--- src/rtl/clk_load_sequencer.sv ---
// Staggered enable/disable of clock-load cell groups so the clock-tree load changes one group
// at a time, with a programmable minimum spacing between consecutive changes.
module clk_load_sequencer #(
    parameter int unsigned NGRP   = 8,
    parameter int unsigned STEP_W = 4
) (
    input  logic              CK,
    input  logic              RN,
    input  logic              REQ,
    input  logic [STEP_W-1:0] STEP,
    output logic [NGRP-1:0]   EN,
    output logic              ACK,
    output logic              IDLE,
    output logic              BUSY
);

    localparam int unsigned LW = $clog2(NGRP + 1);
    localparam logic [LW-1:0] LMAX = LW'(NGRP);

    typedef enum logic [1:0] {StOff, StUp, StFull, StDown} state_e;

    state_e            state_q, state_d;
    logic [LW-1:0]     level_q, level_d;
    logic [STEP_W-1:0] cnt_q, cnt_d;
    logic [NGRP-1:0]   en_q, en_d;
    logic              ack_q, ack_d;
    logic              idle_q, idle_d;
    logic              busy_q, busy_d;
    logic              cnt_zero, can_up, can_dn, inc, dec;

    always_comb begin
        cnt_zero = (cnt_q == '0);
        can_up   = REQ && (level_q != LMAX) && cnt_zero;
        can_dn   = !REQ && (level_q != '0) && cnt_zero;
        inc      = 1'b0;
        dec      = 1'b0;
        level_d  = level_q;
        cnt_d    = cnt_zero ? '0 : cnt_q - STEP_W'(1);

        // A reversal only flips direction; the spacing counter still gates the next step.
        unique case (state_q)
            StOff:  inc = can_up;
            StUp: begin
                inc = can_up;
                dec = can_dn;
            end
            StFull: dec = can_dn;
            StDown: begin
                dec = can_dn;
                inc = can_up;
            end
            default: ;
        endcase

        if (inc) begin
            level_d = level_q + LW'(1);
            cnt_d   = STEP;
        end else if (dec) begin
            level_d = level_q - LW'(1);
            cnt_d   = STEP;
        end

        if (level_d == '0 && !REQ) begin
            state_d = StOff;
        end else if (level_d == LMAX && REQ) begin
            state_d = StFull;
        end else if (REQ) begin
            state_d = StUp;
        end else begin
            state_d = StDown;
        end

        for (int unsigned i = 0; i < NGRP; i++) begin
            en_d[i] = (LW'(i) < level_d);
        end
        ack_d  = (level_d == LMAX);
        idle_d = (state_d == StOff);
        busy_d = (state_d == StUp) || (state_d == StDown);
    end

    always_ff @(posedge CK or negedge RN) begin
        if (!RN) begin
            state_q <= StOff;
            level_q <= '0;
            cnt_q   <= '0;
            en_q    <= '0;
            ack_q   <= 1'b0;
            idle_q  <= 1'b1;
            busy_q  <= 1'b0;
        end else begin
            state_q <= state_d;
            level_q <= level_d;
            cnt_q   <= cnt_d;
            en_q    <= en_d;
            ack_q   <= ack_d;
            idle_q  <= idle_d;
            busy_q  <= busy_d;
        end
    end

    assign EN   = en_q;
    assign ACK  = ack_q;
    assign IDLE = idle_q;
    assign BUSY = busy_q;

endmodule

--- config.mk ---
export PLATFORM = sky130hd
export DESIGN_NAME = clk_load_sequencer
export DESIGN_NICKNAME = d
export VERILOG_FILES = /design/src/rtl/clk_load_sequencer.sv
export SDC_FILE = /design/constraint.sdc
export NUM_CORES = 1
export LEC_CHECK = 0
export BUFFER_PORTS_ARGS = -buffer_cell sky130_fd_sc_hd__buf_2
export CAP_MARGIN = 5
export CORE_MARGIN = 2
export CORE_UTILIZATION = 57
export DETAILED_ROUTE_END_ITERATION = 16
export GPL_TIMING_DRIVEN = 0
export MAX_ROUTING_LAYER = met4
export PLACE_DENSITY_LB_ADDON = 0.12
export SYNTH_ARGS = -nofsm -noshare
export SYNTH_HDL_FRONTEND = slang
export SYNTH_SLANG_ARGS = --single-unit
--- constraint.sdc ---
create_clock -name CK -period 4.3 [get_ports CK]
set_input_delay 0.43 -clock CK [delete_from_list [all_inputs] [get_ports CK]]
set_output_delay 0.43 -clock CK [all_outputs]
set_load 0.02 [all_outputs]
# After elaboration in Yosys (flattened, before gate mapping)
# Index checks and enable logic that the tools add are counted.
# W data, S select, Z words.
# totals
reg_bits	21
inputBits	7
output_inout_bits	11
elab_cells	50
# op_classes
addsub	3
order_cmp	8
eq_ne	7
muxes	10
reduce_logical	15
# ops
cell	n
$mux W4	5
$lt A3 B4 Y1 const A	4
$logic_not A4 Y1	2
$lt A1 B4 Y1 const A	2
$lt A2 B4 Y1 const A	2
$sub A4 B1 Y4 const B	2
$eq A2 B2 Y1 const B	3
$logic_and A1 B1 Y1	6
$mux W2	3
$reduce_or A3 Y1	2
$add A4 B1 Y4 const B	1
$eq A2 B1 Y1 const B	2
$eq A4 B4 Y1 const B	1
$logic_not A2 Y1	2
$ne A4 B4 Y1 const B	1
$reduce_bool A4 Y1	1
$mux W1	2
$logic_not A1 Y1	1
$logic_or A1 B1 Y1	1

# Depth between registers and ports, before layout
# Gate-level depths: netlist of run 1.
# logic_depth
depth_word	12
depth_mapped	8
depth_no_buf	7

# Least setup slack after synthesis of run 1
# No wires, ideal clock.
# synth_path
kind	reg2reg
start	reg level_q[0]
end	reg state_q[1]
setup_ns	0.079
arrival_time_ns	1.938
t_required_ns	4.221
path_slack_ns	2.282
path_stages_with_launch	8
n_path_buf	0
period_less_slack_ns	2.018
cell_sequence	dfrtp_1 > inv_1 > ha_1 > or3b_1 > a32oi_1 > o21ai_1 > a211oi_4 > mux2i_1
# synth_between
elab_chain_len	10
elab_cells_between_ends	18
classes_between	add/sub (2); eq/ne (2); mux (6); reduce/logical (8)
# synth_lines
item	line_no	rtl
start: declaration	23	logic [LW-1:0] level_q, level_d;
start signal: assignment	92	level_q <= level_d;
branches (longest 5 deep; another with $sub A4 B1 Y4)	--	
$mux W4 *	55	if (inc) begin
$eq A4 B4 Y1	65	end else if (level_d == LMAX && REQ) begin
$logic_and A1 B1 Y1	65	
$mux W2	65	
$mux W2 *	63	if (level_d == '0 && !REQ) begin
net state_d[1]	22	state_e state_q, state_d;
end signal: assignment	83	state_q <= StOff;
end signal: assignment	91	state_q <= state_d;
end: declaration	22	
# Mark *: on every way through the listed nets, which the timed path passes.

# Worst setup path after layout of run 1
# Same ends and word-level chain as after synthesis.

==> results of run 1 <==
## layout by cell type, fill, tap and decap left out, types with 2 or more instances in the layout
master	n
nand3_1	4
dfrtp_1	18
nor3_1	3
clkbuf_1	2
clkbuf_4	3
nand2_1	6
o21ai_0	5
o21ai_1	4
nand4_1	3
xnor2_1	2
nor2_1	5
buf_2	17
nand3b_1	2
inv_1	6
ha_1	2
a21oi_1	2
## flip-flops by register name (all words and copies together) (netlist names)
| name | cells |
|---|---|
| EN | 8 |
| cnt_q | 4 |
| ACK | 1 |
| IDLE | 1 |
| BUSY | 1 |
| level_q | 3 |
| state_q | 1 |
## layer usage
metal | up-vias | GRT usage [%]
li1 | 382 | -
met1 | 382 | 22.0
met2 | 24 | 37.5
met3 | 5 | 4.76
met4 | 0 | 10.9
met5 | - | -
## worst min-delay path by stage
stage          depth (start not counted)  start              endpoint
4_1_cts                                1     RN  state_q[1]$_DFF_PN0_
6_report                               1     RN  state_q[1]$_DFF_PN0_
3_3_place_gp                           1     RN       EN[0]$_DFF_PN0_
3_5_place_dp                           1     RN       EN[0]$_DFF_PN0_
5_1_grt                                1     RN  state_q[1]$_DFF_PN0_
2_1_floorplan                          0     RN         ACK$_DFF_PN0_
## critical path, stage by stage, from the launching register on
cell	delay (ps)
dfrtp_1	440
inv_1	130
ha_1	220
or3b_1	420
a32oi_1	280
o21ai_1	180
a211oi_4	360
mux2i_1	210
## metrics by stage
| stage | hold WS, ps | util (%) | std cells | power (uW) |
|---|---|---|---|---|
| 2_1_floorplan | 134 | - | 95 | 706 |
| 3_3_place_gp | 376 | 65.4 | 128 | 813 |
| 3_5_place_dp | 383 | 65.4 | 128 | 835 |
| 4_1_cts | 44.4 | 67.0 | 132 | 928 |
| 5_1_grt | 51.0 | 67.0 | 132 | 996 |
| 6_report | 26.2 | 67.0 | 132 | 928 |
## cell families (layout without fill, tap and decap cells)
group	count (synthesis)	after routing
simple gates	35	35
compound gates	24	24
flops	19	19
xor+xnor	3	3
fa+ha+maj	2	2
buf+inv	11	31
mux	1	1
## power by group
group | leakage (uW) | internal (uW) | switching (uW) | total, uW
Clock | 0.0000177 | 34.8 | 59.1 | 94.0
Combinational | 0.000253 | 208 | 305 | 513
Sequential | 0.000216 | 262 | 59.0 | 321
## layout make-up
cell class | count | area [um^2]
Fill cell | 143 | 551
Sequential cell | 19 | 477
Multi-Input combinational cell | 65 | 460
Timing Repair Buffer | 16 | 80.1
Buffer | 5 | 31.3
Clock buffer | 3 | 22.5
Inverter | 6 | 22.5
Tap cell | 17 | 21.3
Clock inverter | 1 | 5.00
==> results.yml, run 1 <==
timing:
  finalHoldViolations: 0
  fin_skew_ps: 3.58
  setup-tns-final_ps: 0
  setup_viol: 0
  fin_crit_ps: 2310
  fin_ws_ps: 1990
  rsz0062_at_grt: "no"
  fmaxAchievable_mhz: 434
  fin_crit_sh_pct: 53.6
  finalMaxSlewViolations: 0
  slew_headroom_pct: 61.4
  worst-slew-pin-transition_ps: 575
clocking:
  root_buffer: "clkbuf_4"
  postCtsHoldBufs: 0
  clkLatencyLatePin_ps: 310
  clock-sinks: 19
  cts_tree: "built"
  cts_max_path_buffers: 2
  htreeDepth: 1
  cts_resized: 0
  cts_buffers: 3
  postCtsSetupBuffers: 0
  clk_pin_slew_ps: 110
synth:
  synth_top_family_by_area: "simple AND/OR/NAND/NOR gates"
  async_flop_share_pct: 100
  synth_edf_count: 0
  synth_area_um2: 991
  synth_area_per_cell_um2: 10.4
  synth_ff_type: "dfrtp_1"
  synth_compound_area_share_pct: 18.4
  yosysWarningCount: 0
  yosysMostFrequentCell: "dfrtp_1"
  synthTopCellsByCount: "dfrtp_1, inv_1, nand2_1, nor2_1, o21ai_0"
  yosys.area_share.xor_xnor_pct: 4.04
  ys_seq_elements: 19
  synth_simple_gate_area_share_pct: 20.5
  synth_nets: 104
  synth_mux_area_share_pct: 1.01
  syn_inst: 95
  yosysTopAreaCell: "dfrtp_1"
  yosys-top-cells-area: "dfrtp_1, dfstp_2, ha_1"
  ys_types: 45
  ys_seq_area_share_pct: 48.1
  synthAdderAreaFrac_pct: 2.53
  synth_top_cell_area_share_pct: 45.5
global_routing:
  grt_pass1_wl_um: 2990
  grt-ovfl-total: 0
  grt_usage_pct: 21.3
  first_global_vias: 689
  antenna_found_initial: 0
  grt_max_degree: 20
place:
  globalplace.congestion: 0.857
  dp_hpwl_um: 1460
  pre_cts_ws_ps: 2040
  placed_area_um2: 1090
  port_buffers: 16
cells_and_area:
  final_area_um2: 1120
  syn2layout_area_growth_pct: 13.0
  drive_above_1_share_pct: 27.0
  n_antenna_cell: 0
  nets: 125
drt:
  top_layer: "met4"
  met3RoutedLength_um: 77
  route.detailed.drc: 0
  drt_iter0_drc: 17
  vias_per_cell: 6.01
  first_pass_iters: 4
  met1Wirelength_um: 784
  dr_wl_met2_um: 1030
  totalWireLength_um: 1940
  ant_nets: 0
  wl_per_cell_um: 14.7
  vias: 793
worst_setup_path:
  endpoint: "state_q[1]$_DFF_PN0_"
  worstPathRequired_ps: 4540
  reg2reg_depth: 7
  critPathArrivalTime_ps: 2550
  start_kind: "flip-flop"
  critPathLaunch: "level_q[0]$_DFF_PN0_"
  timing.rr.start: "level_q[0]$_DFF_PN0_"
  r2r_setup_slack_ps: 1990
  worstReg2RegEnd: "state_q[1]$_DFF_PN0_"
  cp_max_fo: 5
  path_class: "flip-flop to flip-flop"
  critPathCaptureType: "flip-flop"
die:
  die_h_um: 45.7
  num_rows: 15
  ios: 18
  initial_core_util_pct: 59.3
  core_area_um2: 1670
  dieArea_um2: 2090
  fp.dieW_um: 45.7
run:
  maxCapViolCount: 0
pwr:
  max-vdd-ir-drop_mv: 0.418
  p_per_area_nw_per_um2: 829
  p_leak_uw: 0.000486
outcome:
  status: "completed"
min_path:
  worstHoldPathType: "input pin to async pin"
(Power assumes the default switching activity.)
==> run 2, diff against run 1 <==
--- a/config.mk
+++ b/config.mk
@@ -8,7 +8,7 @@
 export BUFFER_PORTS_ARGS = -buffer_cell sky130_fd_sc_hd__buf_2
 export CAP_MARGIN = 5
 export CORE_MARGIN = 2
-export CORE_UTILIZATION = 57
+export CORE_UTILIZATION = 53
 export DETAILED_ROUTE_END_ITERATION = 16
 export GPL_TIMING_DRIVEN = 0
 export MAX_ROUTING_LAYER = met4
==> constraint.sdc (replaced) <==
create_clock -name CK -period 2.29 [get_ports CK]
set_input_delay 0.229 -clock CK [delete_from_list [all_inputs] [get_ports CK]]
set_output_delay 0.229 -clock CK [all_outputs]
set_load 0.02 [all_outputs]
==> run 2 against run 1 <==
Effect of this change: sequential share of layout area shrank 1.6 points; die area grew 6.9%; first-iteration DRC count is the same; maximum frequency grew 6.5%; via count shrank 3.7%; utilization shrank 0.45 points; clock-buffer cell count grew 1; critical path depth is the same; flip-flop and latch count is the same; wire length shrank 5.1%; design area grew 3.8%; clock skew shrank 2.3 ps; critical path type unchanged; largest power group unchanged.
==> results.yml, run 2 (synthesis results as in run 1) <==
die:
  dieArea_um2: 2230
  fp.dieW_um: 47.2
  core_area_um2: 1750
  num_rows: 15
  die_h_um: 47.2
  ios: 18
  initial_core_util_pct: 56.8
pwr:
  pwr-share-comb_pct: 56.2
  switching_share_pct: 44.7
  p_leak_uw: 0.000492
  p_switching_uw: 789
  p_per_area_nw_per_um2: 1520
  p_int_uw: 976
  p_clk_share_pct: 9.6
  p_seq_share_pct: 34.2
  max-vdd-ir-drop_mv: 0.825
worst_setup_path:
  r2r_setup_slack_ps: 120
  critPathLaunch: "level_q[0]$_DFF_PN0_"
  start_kind: "flip-flop"
  worstReg2RegEnd: "state_q[1]$_DFF_PN0_"
  cpPeakStageDelay_ps: 440
  crit_chain: "inv_2 -> ha_2 -> or3b_4 -> a32oi_2 -> o21ai_2 -> a211oi_4 -> mux2i_1"
  path_class: "flip-flop to flip-flop"
  worstPathRequired_ps: 2510
  reg2reg_depth: 7
  timing.rr.start: "level_q[0]$_DFF_PN0_"
  critPathArrivalTime_ps: 2390
  cp_slowest_cell: "dfrtp_1"
  cp_max_fo: 5
  critPathCaptureType: "flip-flop"
drt:
  first_pass_iters: 5
  vias: 764
  totalWireLength_um: 1840
  ant_nets: 0
  vias_per_cell: 5.42
  wl_per_cell_um: 13.0
  route.detailed.drc: 0
  drt_iter0_drc: 17
cells_and_area:
  final_core_util_pct: 66.6
  nets: 126
  n_antenna_cell: 0
  register_area_um2: 477
  drive_above_1_share_pct: 31.9
  largest_reg_flops: 8
  layout_common_cells: "dfrtp_1, buf_2, nand2_1"
  syn2layout_area_growth_pct: 17.3
  multi_input_area_um2: 483
  nFillCells: 150
  final_common_cell: "dfrtp_1"
place:
  globalplace.congestion: 0.909
  port_buffers: 16
  dp_hpwl_um: 1380
timing:
  setup_viol: 0
  finalMaxSlewViolations: 0
  worst-slew-pin-transition_ps: 409
  fin_crit_ps: 2170
  fin_skew_ps: 1.28
  slew_headroom_pct: 72.6
  setup-tns-final_ps: 0
  fmaxAchievable_mhz: 462
  rsz0062_at_grt: "no"
  fin_crit_sh_pct: 94.6
  finalHoldViolations: 0
global_routing:
  grt_pass1_wl_um: 2930
  grt-ovfl-total: 0
  antenna_found_initial: 0
  first_global_vias: 695
  grt_max_degree: 20
  grt_usage_pct: 19.7
min_path:
  holdCritStartpoint: "STEP[0]"
  min_to: "cnt_q[0]$_DFF_PN0_"
  hold_depth: 3
  worstHoldPathType: "input pin to flip-flop"
clocking:
  cts_max_path_buffers: 2
  htreeDepth: 1
  cts_tree: "built"
  clk_pin_slew_ps: 100
  root_buffer: "clkbuf_4"
  cts_buffers: 3
  clock-sinks: 19
  postCtsSetupBuffers: 0
  clkLatencyLatePin_ps: 300
run:
  maxCapViolCount: 0
outcome:
  status: "completed"
-- run 2: worst max path at each step --
stage	slack, ps	end
3_3_place_gp	20	state_q[1]$_DFF_PN0_
2_1_floorplan	270	state_q[1]$_DFF_PN0_
6_report	120	state_q[1]$_DFF_PN0_
3_5_place_dp	20	state_q[1]$_DFF_PN0_
4_1_cts	20	state_q[1]$_DFF_PN0_
5_1_grt	30	state_q[1]$_DFF_PN0_
-- run 2: worst max-delay path: cells and delay by family, from the launching register on --
family | cells | cell delay (ps)
DFF | 1 | 440
buffers and inverters | 1 | 110
muxes | 1 | 240
and+or+nand+nor | 1 | 410
adders and majority gates | 1 | 200
AOI/OAI and AO/OA | 3 | 700
-- run 2: what timing repair did --
action,4_1_cts,5_1_grt
pin swaps,1,1
setup endpoints to repair,1,11
endpoints found under the hold margin,18,0
hold buffers,1,0
gates resized for setup,0,8
-- run 2: area by class of cell --
class | count | share of cell area [%]
sequential | 19 | 41.0
buffer | 5 | 2.80
clock buffer | 4 | 2.26
timing repair buffer | 17 | 7.75
inverter | 6 | 1.94
multi-input combinational | 65 | 41.6
tap | 25 | 2.69
-- run 2: through the flow --
stage	area (um^2)	worst slack, ps	power (uW)	hold slack (ps)	cells
2_1_floorplan	991	272	1330	-66.6	95
6_report	1160	124	1770	134	141
3_3_place_gp	1100	18.4	1540	173	136
4_1_cts	1140	25.0	1730	136	141
5_1_grt	1160	31.2	1910	137	141
3_5_place_dp	1100	16.6	1550	180	136
-- run 2: power by group through the flow --
stage                     clock, uW  sequential (uW)  combinational, uW
after CTS                       173              600                952
after global placement            0              600                936
after floorplan                   0              686                640
after global routing            186              627               1100
after detailed placement          0              607                947
final                           170              603                992
-- run 2: layer usage --
layer  share of wire, %  vias up  GRT usage, %  routed length, um
met5                  0        -             -                  0
met4                2.3        0          8.33                 42
met3                3.6        5          3.46                 66
met2                 46       18          29.7                837
met1                 49      355          25.8                893
li1                   -      386             -                  -
==> run 3, diff against run 2 <==
--- a/config.mk
+++ b/config.mk
@@ -8,7 +8,8 @@
 export BUFFER_PORTS_ARGS = -buffer_cell sky130_fd_sc_hd__buf_2
 export CAP_MARGIN = 5
 export CORE_MARGIN = 2
-export CORE_UTILIZATION = 53
+export CORE_UTILIZATION = 56
+export CTS_BUF_LIST = sky130_fd_sc_hd__clkbuf_8
 export DETAILED_ROUTE_END_ITERATION = 16
 export GPL_TIMING_DRIVEN = 0
 export MAX_ROUTING_LAYER = met4
==> run 3 against run 2 <==
Effect of this change: register-to-register slack about the same; flip-flop and latch count stayed put; sequential power hardly changed; clock power increased by 42%; global-route usage up 1.1 points; final cell count decreased by 5.0%; clock-buffer cell count down 1; critical endpoint unchanged; largest cell class unchanged.
==> results.yml, run 3 (synthesis results as in run 1) <==
outcome:
  status: "completed"
die:
  ios: 18
  die_h_um: 46.1
  core_area_um2: 1690
  num_rows: 15
  initial_core_util_pct: 58.7
  dieArea_um2: 2120
  fp.dieW_um: 46.1
global_routing:
  grtUsageMet3_pct: 3.53
  grt_max_degree: 20
  grt-ovfl-total: 0
  grtUsageMet2_pct: 33.6
  use_met1_pct: 25.5
  first_global_vias: 699
  grt_usage_pct: 20.8
  busiest_layer: "met2"
  grt_pass1_wl_um: 3020
  antenna_found_initial: 0
timing:
  worst-slew-pin-transition_ps: 457
  fin_skew_ps: 2.21
  fin_crit_ps: 2160
  fmaxAchievable_mhz: 464
  fin_crit_sh_pct: 94.2
  setup_viol: 0
  slew_headroom_pct: 69.4
  setup-tns-final_ps: 0
  finalHoldViolations: 0
  fin_ws_ps: 134
  finalMaxSlewViolations: 0
  fin_hold_ws_ps: 167
clocking:
  clock-sinks: 19
  clkLatencyLatePin_ps: 260
  htreeDepth: 1
  cts_tree: "built"
  root_buffer: "clkbuf_8"
  cts_max_path_buffers: 2
  clk_pin_slew_ps: 70
  cts_buffers: 3
drt:
  vias: 784
  totalWireLength_um: 1900
  wl_per_cell_um: 14.1
  drt_iter0_drc: 9
  first_pass_iters: 4
  ant_nets: 0
  route.detailed.drc: 0
  vias_per_cell: 5.85
pwr:
  max-vdd-ir-drop_mv: 0.852
  p_per_area_nw_per_um2: 1570
  p_leak_uw: 0.000504
  total_power_uw: 1850
worst_setup_path:
  cp_max_fo: 5
  cpPeakStageDelay_ps: 420
  path_class: "flip-flop to flip-flop"
  worstPathRequired_ps: 2480
  critPathCaptureType: "flip-flop"
  crit_chain: "inv_1 -> ha_2 -> or3b_1 -> a32oi_2 -> o21ai_2 -> a211oi_4 -> mux2i_1"
  critPathArrivalTime_ps: 2340
  start_kind: "flip-flop"
  cp_slowest_cell: "dfrtp_1"
cells_and_area:
  nets: 127
  layout_common_cells: "dfrtp_1, buf_2, inv_1, nand2_1"
  final_common_cell: "dfrtp_1"
  syn2layout_area_growth_pct: 19.1
  n_antenna_cell: 0
  drive_above_1_share_pct: 31.6
  largest_reg_flops: 8
  fin_cells: 134
  nFillCells: 137
run:
  maxCapViolCount: 0
place:
  pre_cts_ws_ps: 67.6
  port_buffers: 16
  globalplace.congestion: 0.884
  dp_hpwl_um: 1360
  dp.cells: 128
min_path:
  worstHoldPathType: "input pin to flip-flop"
run 3: path summary, 6_finish.rpt:
kind | cells after the start | startpoint | slack, ps | end
setup reg to reg | 7 | level_q[0]$_DFF_PN0_ | 130 | state_q[1]$_DFF_PN0_
max in group asynchronous | 2 | RN | 1530 | IDLE$_DFF_PN1_
setup / recovery | 7 | level_q[0]$_DFF_PN0_ | 130 | state_q[1]$_DFF_PN0_
hold reg to reg | 1 | cnt_q[3]$_DFF_PN0_ | 600 | cnt_q[3]$_DFF_PN0_
hold / removal | 3 | STEP[2] | 170 | cnt_q[2]$_DFF_PN0_
min in group asynchronous | 2 | RN | 430 | EN[3]$_DFF_PN0_
run 3: critical path: cells and delay by family (launching register included):
family                   cells  cell delay (ps)
AO/OA/AOI/OAI                3              660
multiplexers                 1              220
AND/OR/NAND/NOR              1              420
flip-flops                   1              420
adder cells (fa/ha/maj)      1              230
buffers and inverters        1              140
run 3: final cells by class:
type | instances | area, um^2 | share of cell area (%)
flip-flops and latches | 19 | 477 | 40.4
inverters | 6 | 22.5 | 1.91
repair buffers | 18 | 97.6 | 8.27
plain buffers | 5 | 32.5 | 2.76
well taps | 17 | 21.3 | 1.80
clock inverters | 1 | 7.51 | 0.636
clock buffers | 3 | 41.3 | 3.50
multi-input cells | 65 | 480 | 40.7
run 3: routing by layer:
metal | part of all wire [%] | routed length (um)
met1 | 46 | 875
met2 | 50 | 939
met3 | 2.6 | 50
met4 | 1.5 | 29
met5 | 0 | 0
run 3: stage by stage:
stage / util (%) / area (um^2)
2_1_floorplan: - / 991
3_3_place_gp: 64.7 / 1090
3_5_place_dp: 64.7 / 1090
4_1_cts: 68.1 / 1150
5_1_grt: 69.9 / 1180
6_report: 69.9 / 1180
run 3: timing repair:
item / 4_1_cts / 5_1_grt
hold endpoints to repair: 18 / 0
setup endpoints to repair: 0 / 13
buffers inserted: 0 / 1
resized for setup: 0 / 6
hold buffers: 1 / 0
run 3: where the power goes:
| part | switching (uW) | total, uW | internal (uW) |
|---|---|---|---|
| registers | 109 | 602 | 493 |
| logic | 585 | 1000 | 418 |
| clock network | 119 | 242 | 123 |
| total | 813 | 1850 | 1030 |
